===== src/rtl/kfps2kb_xt_port_controller.sv =====
// XT keyboard port sequencer for the KFPS2KB decoder.
// It queues the decoded codes, hands them to the host one IRQ at a time, and emulates the soft reset.
module kfps2kb_xt_port_controller #(
    parameter int          fifo_addr_width   = 3,
    parameter logic [15:0] gap_cycles        = 16'd64,
    parameter logic [15:0] reset_hold_cycles = 16'd2000,
    parameter logic [15:0] self_test_cycles  = 16'd5000
) (
    input  logic       clock,
    input  logic       reset,
    input  logic       kb_irq,
    input  logic [7:0] kb_keycode,
    output logic       kb_clear,
    input  logic       port_b_clear,
    input  logic       kbd_clock_low,
    output logic       irq,
    output logic [7:0] keycode,
    output logic       overrun
);

    localparam int AW    = fifo_addr_width;
    localparam int CW    = fifo_addr_width + 1;
    localparam int DEPTH = 2 ** fifo_addr_width;
    localparam logic [CW-1:0] DEPTH_C = CW'(DEPTH);

    localparam logic [2:0] S_IDLE     = 3'd0;
    localparam logic [2:0] S_PRESENT  = 3'd1;
    localparam logic [2:0] S_ACK      = 3'd2;
    localparam logic [2:0] S_GAP      = 3'd3;
    localparam logic [2:0] S_RST_HOLD = 3'd4;
    localparam logic [2:0] S_SELFTEST = 3'd5;

    logic [7:0]    mem_q [DEPTH];
    logic [AW-1:0] wr_ptr_q, rd_ptr_q;
    logic [CW-1:0] count_q;
    logic          pending_q, overrun_q, kb_clear_q, pbc_q;
    logic          irq_q, irq_d;
    logic [7:0]    keycode_q, keycode_d;
    logic [2:0]    state_q, state_d;
    logic [15:0]   hold_cnt_q, hold_cnt_d;
    logic [15:0]   gap_cnt_q, gap_cnt_d;
    logic [15:0]   st_cnt_q, st_cnt_d;

    logic       full, empty, take, ing_push, ing_drop, ff_push, push, pop;
    logic       hold_hit, st_done, flush;
    logic [7:0] push_data;

    assign full      = (count_q == DEPTH_C);
    assign empty     = (count_q == '0);
    assign take      = kb_irq && !kb_clear_q;
    assign ing_push  = take && !kbd_clock_low && !full;
    assign ing_drop  = take && !kbd_clock_low && full;
    assign ff_push   = pending_q && !full && !ing_push && !kb_clear_q;
    assign push      = ing_push || ff_push;
    assign push_data = ing_push ? kb_keycode : 8'hFF;

    // A sustained inhibit is a reset request unless one is already being served.
    assign hold_hit = kbd_clock_low && (state_q != S_RST_HOLD) &&
                      (hold_cnt_q == reset_hold_cycles - 16'd1);
    assign st_done  = (state_q == S_SELFTEST) && !kbd_clock_low &&
                      (st_cnt_q == self_test_cycles - 16'd1);
    assign flush    = hold_hit || (state_q == S_RST_HOLD) ||
                      ((state_q == S_SELFTEST) && kbd_clock_low);
    assign pop      = (state_q == S_PRESENT) && port_b_clear && !pbc_q && !hold_hit;

    always_comb begin
        state_d   = state_q;
        irq_d     = irq_q;
        keycode_d = keycode_q;
        gap_cnt_d = gap_cnt_q;
        st_cnt_d  = st_cnt_q;
        if (!kbd_clock_low)
            hold_cnt_d = 16'd0;
        else if (hold_cnt_q != reset_hold_cycles)
            hold_cnt_d = hold_cnt_q + 16'd1;
        else
            hold_cnt_d = hold_cnt_q;

        case (state_q)
            S_IDLE: begin
                if (!empty && !port_b_clear) begin
                    state_d   = S_PRESENT;
                    irq_d     = 1'b1;
                    keycode_d = mem_q[rd_ptr_q];
                end
            end
            S_PRESENT: begin
                if (pop) begin
                    state_d   = S_ACK;
                    irq_d     = 1'b0;
                    keycode_d = 8'h00;
                end
            end
            S_ACK: begin
                if (!port_b_clear) begin
                    state_d   = S_GAP;
                    gap_cnt_d = 16'd0;
                end
            end
            S_GAP: begin
                if (gap_cnt_q == gap_cycles - 16'd1)
                    state_d = S_IDLE;
                else
                    gap_cnt_d = gap_cnt_q + 16'd1;
            end
            S_RST_HOLD: begin
                if (!kbd_clock_low) begin
                    state_d  = S_SELFTEST;
                    st_cnt_d = 16'd0;
                end
            end
            S_SELFTEST: begin
                if (kbd_clock_low) begin
                    state_d    = S_RST_HOLD;
                    hold_cnt_d = 16'd0;
                end else if (st_done) begin
                    state_d = S_IDLE;
                end else begin
                    st_cnt_d = st_cnt_q + 16'd1;
                end
            end
            default: state_d = S_IDLE;
        endcase

        if (hold_hit) begin
            state_d   = S_RST_HOLD;
            irq_d     = 1'b0;
            keycode_d = 8'h00;
        end
    end

    always_ff @(posedge clock or posedge reset) begin
        if (reset) begin
            state_q    <= S_IDLE;
            irq_q      <= 1'b0;
            keycode_q  <= 8'h00;
            kb_clear_q <= 1'b0;
            pbc_q      <= 1'b0;
            hold_cnt_q <= 16'd0;
            gap_cnt_q  <= 16'd0;
            st_cnt_q   <= 16'd0;
        end else begin
            state_q    <= state_d;
            irq_q      <= irq_d;
            keycode_q  <= keycode_d;
            kb_clear_q <= take;
            pbc_q      <= port_b_clear;
            hold_cnt_q <= hold_cnt_d;
            gap_cnt_q  <= gap_cnt_d;
            st_cnt_q   <= st_cnt_d;
        end
    end

    always_ff @(posedge clock or posedge reset) begin
        if (reset) begin
            wr_ptr_q  <= '0;
            rd_ptr_q  <= '0;
            count_q   <= '0;
            pending_q <= 1'b0;
            overrun_q <= 1'b0;
        end else if (flush) begin
            wr_ptr_q  <= '0;
            rd_ptr_q  <= '0;
            count_q   <= '0;
            pending_q <= 1'b0;
            overrun_q <= 1'b0;
        end else if (st_done) begin
            // Self-test leaves only the 8'hAA completion code queued.
            wr_ptr_q  <= AW'(1);
            rd_ptr_q  <= '0;
            count_q   <= CW'(1);
            pending_q <= 1'b0;
        end else begin
            if (push)
                wr_ptr_q <= wr_ptr_q + AW'(1);
            if (pop)
                rd_ptr_q <= rd_ptr_q + AW'(1);
            case ({push, pop})
                2'b10:   count_q <= count_q + CW'(1);
                2'b01:   count_q <= count_q - CW'(1);
                default: count_q <= count_q;
            endcase
            if (ing_drop) begin
                overrun_q <= 1'b1;
                pending_q <= 1'b1;
            end else if (ff_push) begin
                pending_q <= 1'b0;
            end
        end
    end

    always_ff @(posedge clock) begin
        if (st_done)
            mem_q[0] <= 8'hAA;
        else if (push && !flush)
            mem_q[wr_ptr_q] <= push_data;
    end

    assign kb_clear = kb_clear_q;
    assign irq      = irq_q;
    assign keycode  = keycode_q;
    assign overrun  = overrun_q;

endmodule


===== config.mk =====
export PLATFORM = sky130hd
export DESIGN_NAME = kfps2kb_xt_port_controller
export DESIGN_NICKNAME = d
export VERILOG_FILES = /design/src/rtl/kfps2kb_xt_port_controller.sv
export SDC_FILE = /design/constraint.sdc
export NUM_CORES = 1
export LEC_CHECK = 0
export ABC_AREA = 1
export CAP_MARGIN = 20
export CORE_MARGIN = 4
export CORE_UTILIZATION = 50
export DETAILED_ROUTE_END_ITERATION = 10
export GPL_TIMING_DRIVEN = 0
export PLACE_DENSITY = 0.7
export SYNTH_ARGS = -nofsm -noshare
export SYNTH_HDL_FRONTEND = slang
export SYNTH_SLANG_ARGS = --single-unit

===== constraint.sdc =====
create_clock -name clock -period 2.1 [get_ports clock]
set_input_delay 0.21 -clock clock [delete_from_list [all_inputs] [get_ports clock]]
set_output_delay 0.21 -clock clock [all_outputs]
set_load 0.01 [all_outputs]

# Yosys cells after proc, flatten, opt, wreduce, memory -nomap -nowiden
# Memories as Yosys holds them, arrays and structs flattened.
# Index checks and enable logic that the tools add are counted.
[word_totals]
register_bits = 74
ramBits = 64
out_inout_bits = 11
word_cells = 144
mem_count = 1
[memory_table]
columns = ["memory", "depth", "width", "rd", "rd_clocked_by_memory_dff", "wr", "line_no", "source"]
rows = [
  ["mem_q", 8, 8, 1, 0, 1, "33", "logic [7:0] mem_q [DEPTH];"],
]
[op_classes]
addsub = 7
eq_ne = 25
muxes = 53
n_reduce_logical = 45
[op_table]
columns = ["operator", "n"]
rows = [
  ["two-way mux 16 bit", 9],
  ["case mux 16 bit (2 select lines)", 2],
  ["adder 16 x 1 -> 16 bit, second input constant", 3],
  ["two-way mux 3 bit", 15],
  ["two-way mux 8 bit", 5],
  ["!= test 3 bit, second input constant", 6],
  ["case mux 3 bit (6 select lines)", 1],
  ["logical AND 1 bit", 17],
  ["equality test 16 x 11 -> 1 bit, second input constant", 1],
  ["equality test 16 x 13 -> 1 bit, second input constant", 1],
  ["equality test 16 x 6 -> 1 bit, second input constant", 1],
  ["two-way mux 1 bit", 16],
  ["!= test 16 x 11 -> 1 bit, second input constant", 1],
  ["case mux 8 bit (2 select lines)", 1],
  ["!= test 2 bit, second input constant", 5],
  ["logical NOT 1 bit", 9],
  ["nonzero test 3 bit", 3],
  ["two-way mux 4 bit", 2],
  ["case mux 4 bit (2 select lines)", 1],
  ["nonzero test 4 bit", 2],
  ["OR reduction 8 bit", 1],
  ["adder 3 x 1 -> 3 bit, second input constant", 2],
  ["equality test 3 x 2 -> 1 bit, second input constant", 2],
  ["equality test 3 bit, second input constant", 2],
  ["17 further kinds", 22],
]

# Depth between registers and ports, before layout
[depth]
depth_word = 14
ltp_mapped = 16
depth_no_buf = 16

# Least setup slack after synthesis
# OpenSTA, ideal clock, no wires.
[synth_timing]
path_kind = "register -> register"
startpoint = "register hold_cnt_q[0]"
endpoint = "register count_q[3]"
setup_time_ps = 119
arrival_ps = 2103
t_required_ps = 1981
slack_ps = -122
path_stages_with_launch = 16
path_cell_list = "dfrtp_1 -> ha_1 -> nand3_1 -> nor2_1 -> nand3_2 -> nand2_1 -> inv_1 -> ha_1 -> ha_1 -> inv_1 -> o21bai_1 -> inv_1 -> nand2_1 -> xor2_1 -> nor2_1 -> nor2_1"
[synth_via]
elab_chain_cells = 8
elab_cells_between_ends = 12
classes_between = "eq/ne: 3; mux: 3; reduce/logical: 6"
[synth_rtl]
columns = ["item", "line_no", "source"]
rows = [
  ["start: declaration", "40", "logic [15:0] hold_cnt_q, hold_cnt_d;"],
  ["start signal: assignment", "148", "hold_cnt_q <= hold_cnt_d;"],
  ["equality test 16 x 11 -> 1 bit (*)", "59", "(hold_cnt_q == reset_hold_cycles - 16'd1);"],
  ["logical AND 1 bit (*)", "58", "assign hold_hit = kbd_clock_low && (state_q != S_RST_HOLD) &&"],
  ["logical NOT 1 bit", "64", "assign pop = (state_q == S_PRESENT) && port_b_clear && !pbc_q && !hold_hit;"],
  ["logical AND 1 bit", "64", ""],
  ["equality test 2 x 1 -> 1 bit or equality test 2 bit (tied branches)", "178", "case ({push, pop})"],
  ["case mux 4 bit (2 select lines)", "178", ""],
  ["two-way mux 4 bit", "167", "end else if (st_done) begin"],
  ["two-way mux 4 bit", "161", "end else if (flush) begin"],
  ["end signal: assignment", "179", "2'b10: count_q <= count_q + CW'(1);"],
  ["end signal: assignment", "180", "2'b01: count_q <= count_q - CW'(1);"],
  ["end signal: assignment", "181", "default: count_q <= count_q;"],
  ["end: declaration", "35", "logic [CW-1:0] count_q;"],
]
# Every way passes the cells marked *; elsewhere a longest branch is shown, timed or not.
# A chain may end at the register's enable or synchronous reset.

# Worst setup path in the final report
[layout_timing]
startpoint = "register state_q[1]"
endpoint = "register count_q[3]"
[layout_via]
elab_chain_cells = 9
elab_cells_between_ends = 21
classes_between = "eq/ne: 6; mux: 3; reduce/logical: 12"
[layout_rtl]
columns = ["item", "line_no", "source"]
rows = [
  ["start: declaration", "39", "logic [2:0] state_q, state_d;"],
  ["start signal: assignment", "143", "state_q <= state_d;"],
  ["!= test 3 bit", "58", ""],
  ["logical AND 1 bit (2 in series)", "58", ""],
  ["logical NOT 1 bit", "64", ""],
  ["logical AND 1 bit", "64", ""],
  ["equality test 2 x 1 -> 1 bit or equality test 2 bit (tied branches)", "178", ""],
  ["case mux 4 bit (2 select lines)", "178", ""],
  ["two-way mux 4 bit", "167", ""],
  ["two-way mux 4 bit", "161", ""],
]
# Several ways; a longest one is shown, not always the timed one.

==> results.json <==
{
  "cts-root-buf": "clkbuf_16",
  "gp_routability_congestion": 0.890,
  "via_count_of_the_first_global_routing_pass": 5801,
  "worst_slack_ns": -0.0360,
  "clock_sinks": 138,
  "tritoncts_clock_tree": "yes",
  "globalRouteOverflowTotal": 0,
  "status": "finished, violations left",
  "peakVddDrop_v": 0.000626,
  "worst_setup_hold_path_clk_slew_ns": 0.06,
  "nets": 905,
  "diodes": 0,
  "min_period_over_period": 1.02,
  "timing.critical_path.fanout_max": 6,
  "vias_per_cell": 5.51,
  "yosysMostFrequentCell": "nand2_1",
  "leading_register_cell_type_out_of_synthesis": "dfrtp_1",
  "post_layout_min_period_ns": 2.14,
  "stdcell_count": 1071,
  "post-dp-hpwl_mm": 11.3,
  "drv.max_cap_violation_count": 0,
  "synth_seq_cells": 138,
  "initial_core_util": 0.517,
  "core_um2": 13400,
  "synthesis.nets": 829,
  "grt_antenna_before_repair": 0,
  "timing.hold.worst.class": "in2async",
  "slew_violations": 0,
  "post_synth.cell_area_avg_um2": 8.60,
  "dp.cells": 1006,
  "timing.critical_path.to_type": "flop",
  "antenna_left": 0,
  "synth.cells.most_frequent": "nand2_1 (180), nor2_1 (119), inv_1 (79)",
  "fin_total_pwr_w": 0.00981,
  "met3RoutedLength_um": 712,
  "share_of_flip_flops_with_an_asynchronous_set_or_reset": 0.536,
  "yosysWarnings": 0,
  "synth_area_leader_cell": "edfxtp_1",
  "rsz_0062_raised_after_global_routing": "yes",
  "critical_path_class": "reg2reg",
  "route.detailed.wl_per_inst_um": 15.9,
  "firstDrtPassIters": 8,
  "die_y_um": 126,
  "placement.setup.worst_slack_ns": -0.774,
  "io-pin-count": 24,
  "ctsHtreeMaxLevel": 4,
  "first_pass_grt_wire_length_mm": 28.0,
  "routed_wire_length_mm": 17.1,
  "final_hold_viol_count": 0,
  "clock_skew_ns": 0.00697,
  "critical_path_at_ns": 2.45,
  "violated_checks": "negative setup slack",
  "synth-edff-count": 64,
  "numCtsBuffers": 17,
  "route.layer.met1.wl_mm": 7.38,
  "cellPowerDensity_nw_per_um2": 1150,
  "cp-start-kind": "flop",
  "crit_required_ns": 2.41,
  "met2_routed_wirelength_mm": 8.65,
  "synth.top_cell.area_share": 0.277,
  "fmax_mhz": 468,
  "power.leakage_nw": 3.51,
  "fp-row-count": 42,
  "worst_slew_pin_slew_ns": 0.606,
  "port-buffer-count": 23,
  "synth.cell_area_um2": 6930,
  "cts_buffer_depth": 2,
  "synth_cells": 806,
  "maximum_number_of_pins_on_one_net_before_global_route_repair": 49,
  "detail_route.drc_violations": 0,
  "flow.area_growth_from_synthesis_pct": 23.4,
  "post_route_cells_drive_above_1_share": 0.162,
  "setup-violations-final": 17,
  "top_signal_layer_used": "met4",
  "die_width_um": 126,
  "cts_hold_buf": 0,
  "clk_latency_ns": 0.42,
  "track_usage": 0.219,
  "most_area_consuming_cells_after_synthesis": "edfxtp_1 (28%), dfrtp_1 (27%), nand2_1 (9.7%)",
  "synth.yosys.seq_area_share": 0.544,
  "vias": 5901,
  "finalSetupTns_ns": -0.242,
  "synth.lib_cells_used.distinct": 35,
  "die_area_um2": 15800,
  "drt_iter0_drc": 459,
  "relSlewSlack": 0.596
}
-- report_power, final --
part	total [W]	switching, W	internal [W]
Sequential	0.00373	0.000374	0.00336
Combinational	0.00306	0.00198	0.00108
Clock	0.00302	0.00113	0.00188
-- placed cells by master (no fill, tap or decap), drive strengths merged, types with 11 or more instances in the layout --
master and n:
a21oi 28, buf 41, clkbuf 31, clkdlybuf4s50 22, dfrtp 74, edfxtp 64, inv 87, nand2 184
nand3 53, nand4 23, nor2 126, nor3 17, o21ai 77, o22ai 11, xor2 16
-- flip-flops by register name, indices dropped and copies added (netlist names), 3 cells and up --
signal / count
count_q: 4
gap_cnt_q: 16
hold_cnt_q: 16
keycode: 8
mem_q: 64
rd_ptr_q: 3
st_cnt_q: 16
state_q: 3
wr_ptr_q: 3
-- logic make-up (layout without fill, tap and decap cells) --
| group | Yosys count | in the layout | share of synthesized area |
|---|---|---|---|
| xor+xnor | 17 | 17 | 0.0215 |
| simple gates | 405 | 405 | 0.250 |
| fa+ha+maj | 10 | 10 | 0.0181 |
| mux | 8 | 8 | 0.0116 |
| buf+inv | 103 | 192 | 0.0572 |
| flops | 138 | 138 | 0.544 |
| compound gates | 125 | 125 | 0.0973 |
-- metal layers --
metal  GRT usage  vias to the layer above
li1            -                     2861
met2       0.381                      187
met5           0                        -
met4      0.0883                        0
met3      0.0398                       26
met1       0.272                     2827
-- worst max-delay path, cell delays in order (launching register included) --
cell and delay, ns:
dfrtp_2 0.45, inv_1 0.08, nand2_2 0.10, nor2_4 0.16
nand2_2 0.10, inv_2 0.09, nand2_2 0.05, inv_2 0.08
ha_4 0.17, ha_4 0.21, inv_2 0.05, o21bai_1 0.07
inv_1 0.06, nand2_1 0.06, xor2_1 0.14, nor2_1 0.11
nor2_1 0.05
-- path summary, 6_finish.rpt --
kind / start / end / slack (ns) / cells after the start
max: state_q[1] / count_q[3] / -0.04 / 16
min: reset / hold_cnt_q[15] / 0.12 / 2
max reg2reg: state_q[1] / count_q[3] / -0.04 / 16
min reg2reg: irq / irq / 0.47 / 2
max in group asynchronous: reset / state_q[1] / 1.41 / 3
min in group clock: port_b_clear / pbc_q / 0.32 / 1
-- per-stage QoR --
step                area [um2]  hold WS (ns)   util
global placement          7410         0.457  0.553
floorplan                 6960         0.241      -
detailed placement        7440         0.466  0.556
global route              8550         0.143  0.638
CTS                       8410         0.127  0.628
finish                    8550         0.122  0.638
-- layout make-up --
type / count / area [um2]
repair buffers: 57 / 537
fillers: 1125 / 4850
inverters: 88 / 337
clock buffers: 23 / 489
multi-input cells: 565 / 3010
well taps: 176 / 220
flip-flops and latches: 138 / 3780
clock inverters: 9 / 111
plain buffers: 15 / 66.3
-- timing repair --
item,CTS,global route
pin swaps,18,8
setup endpoints to repair,99,109
gates resized for setup,43,22
setup buffers,25,8
cloned,0,0
Power figures use the tool's default switching activity.
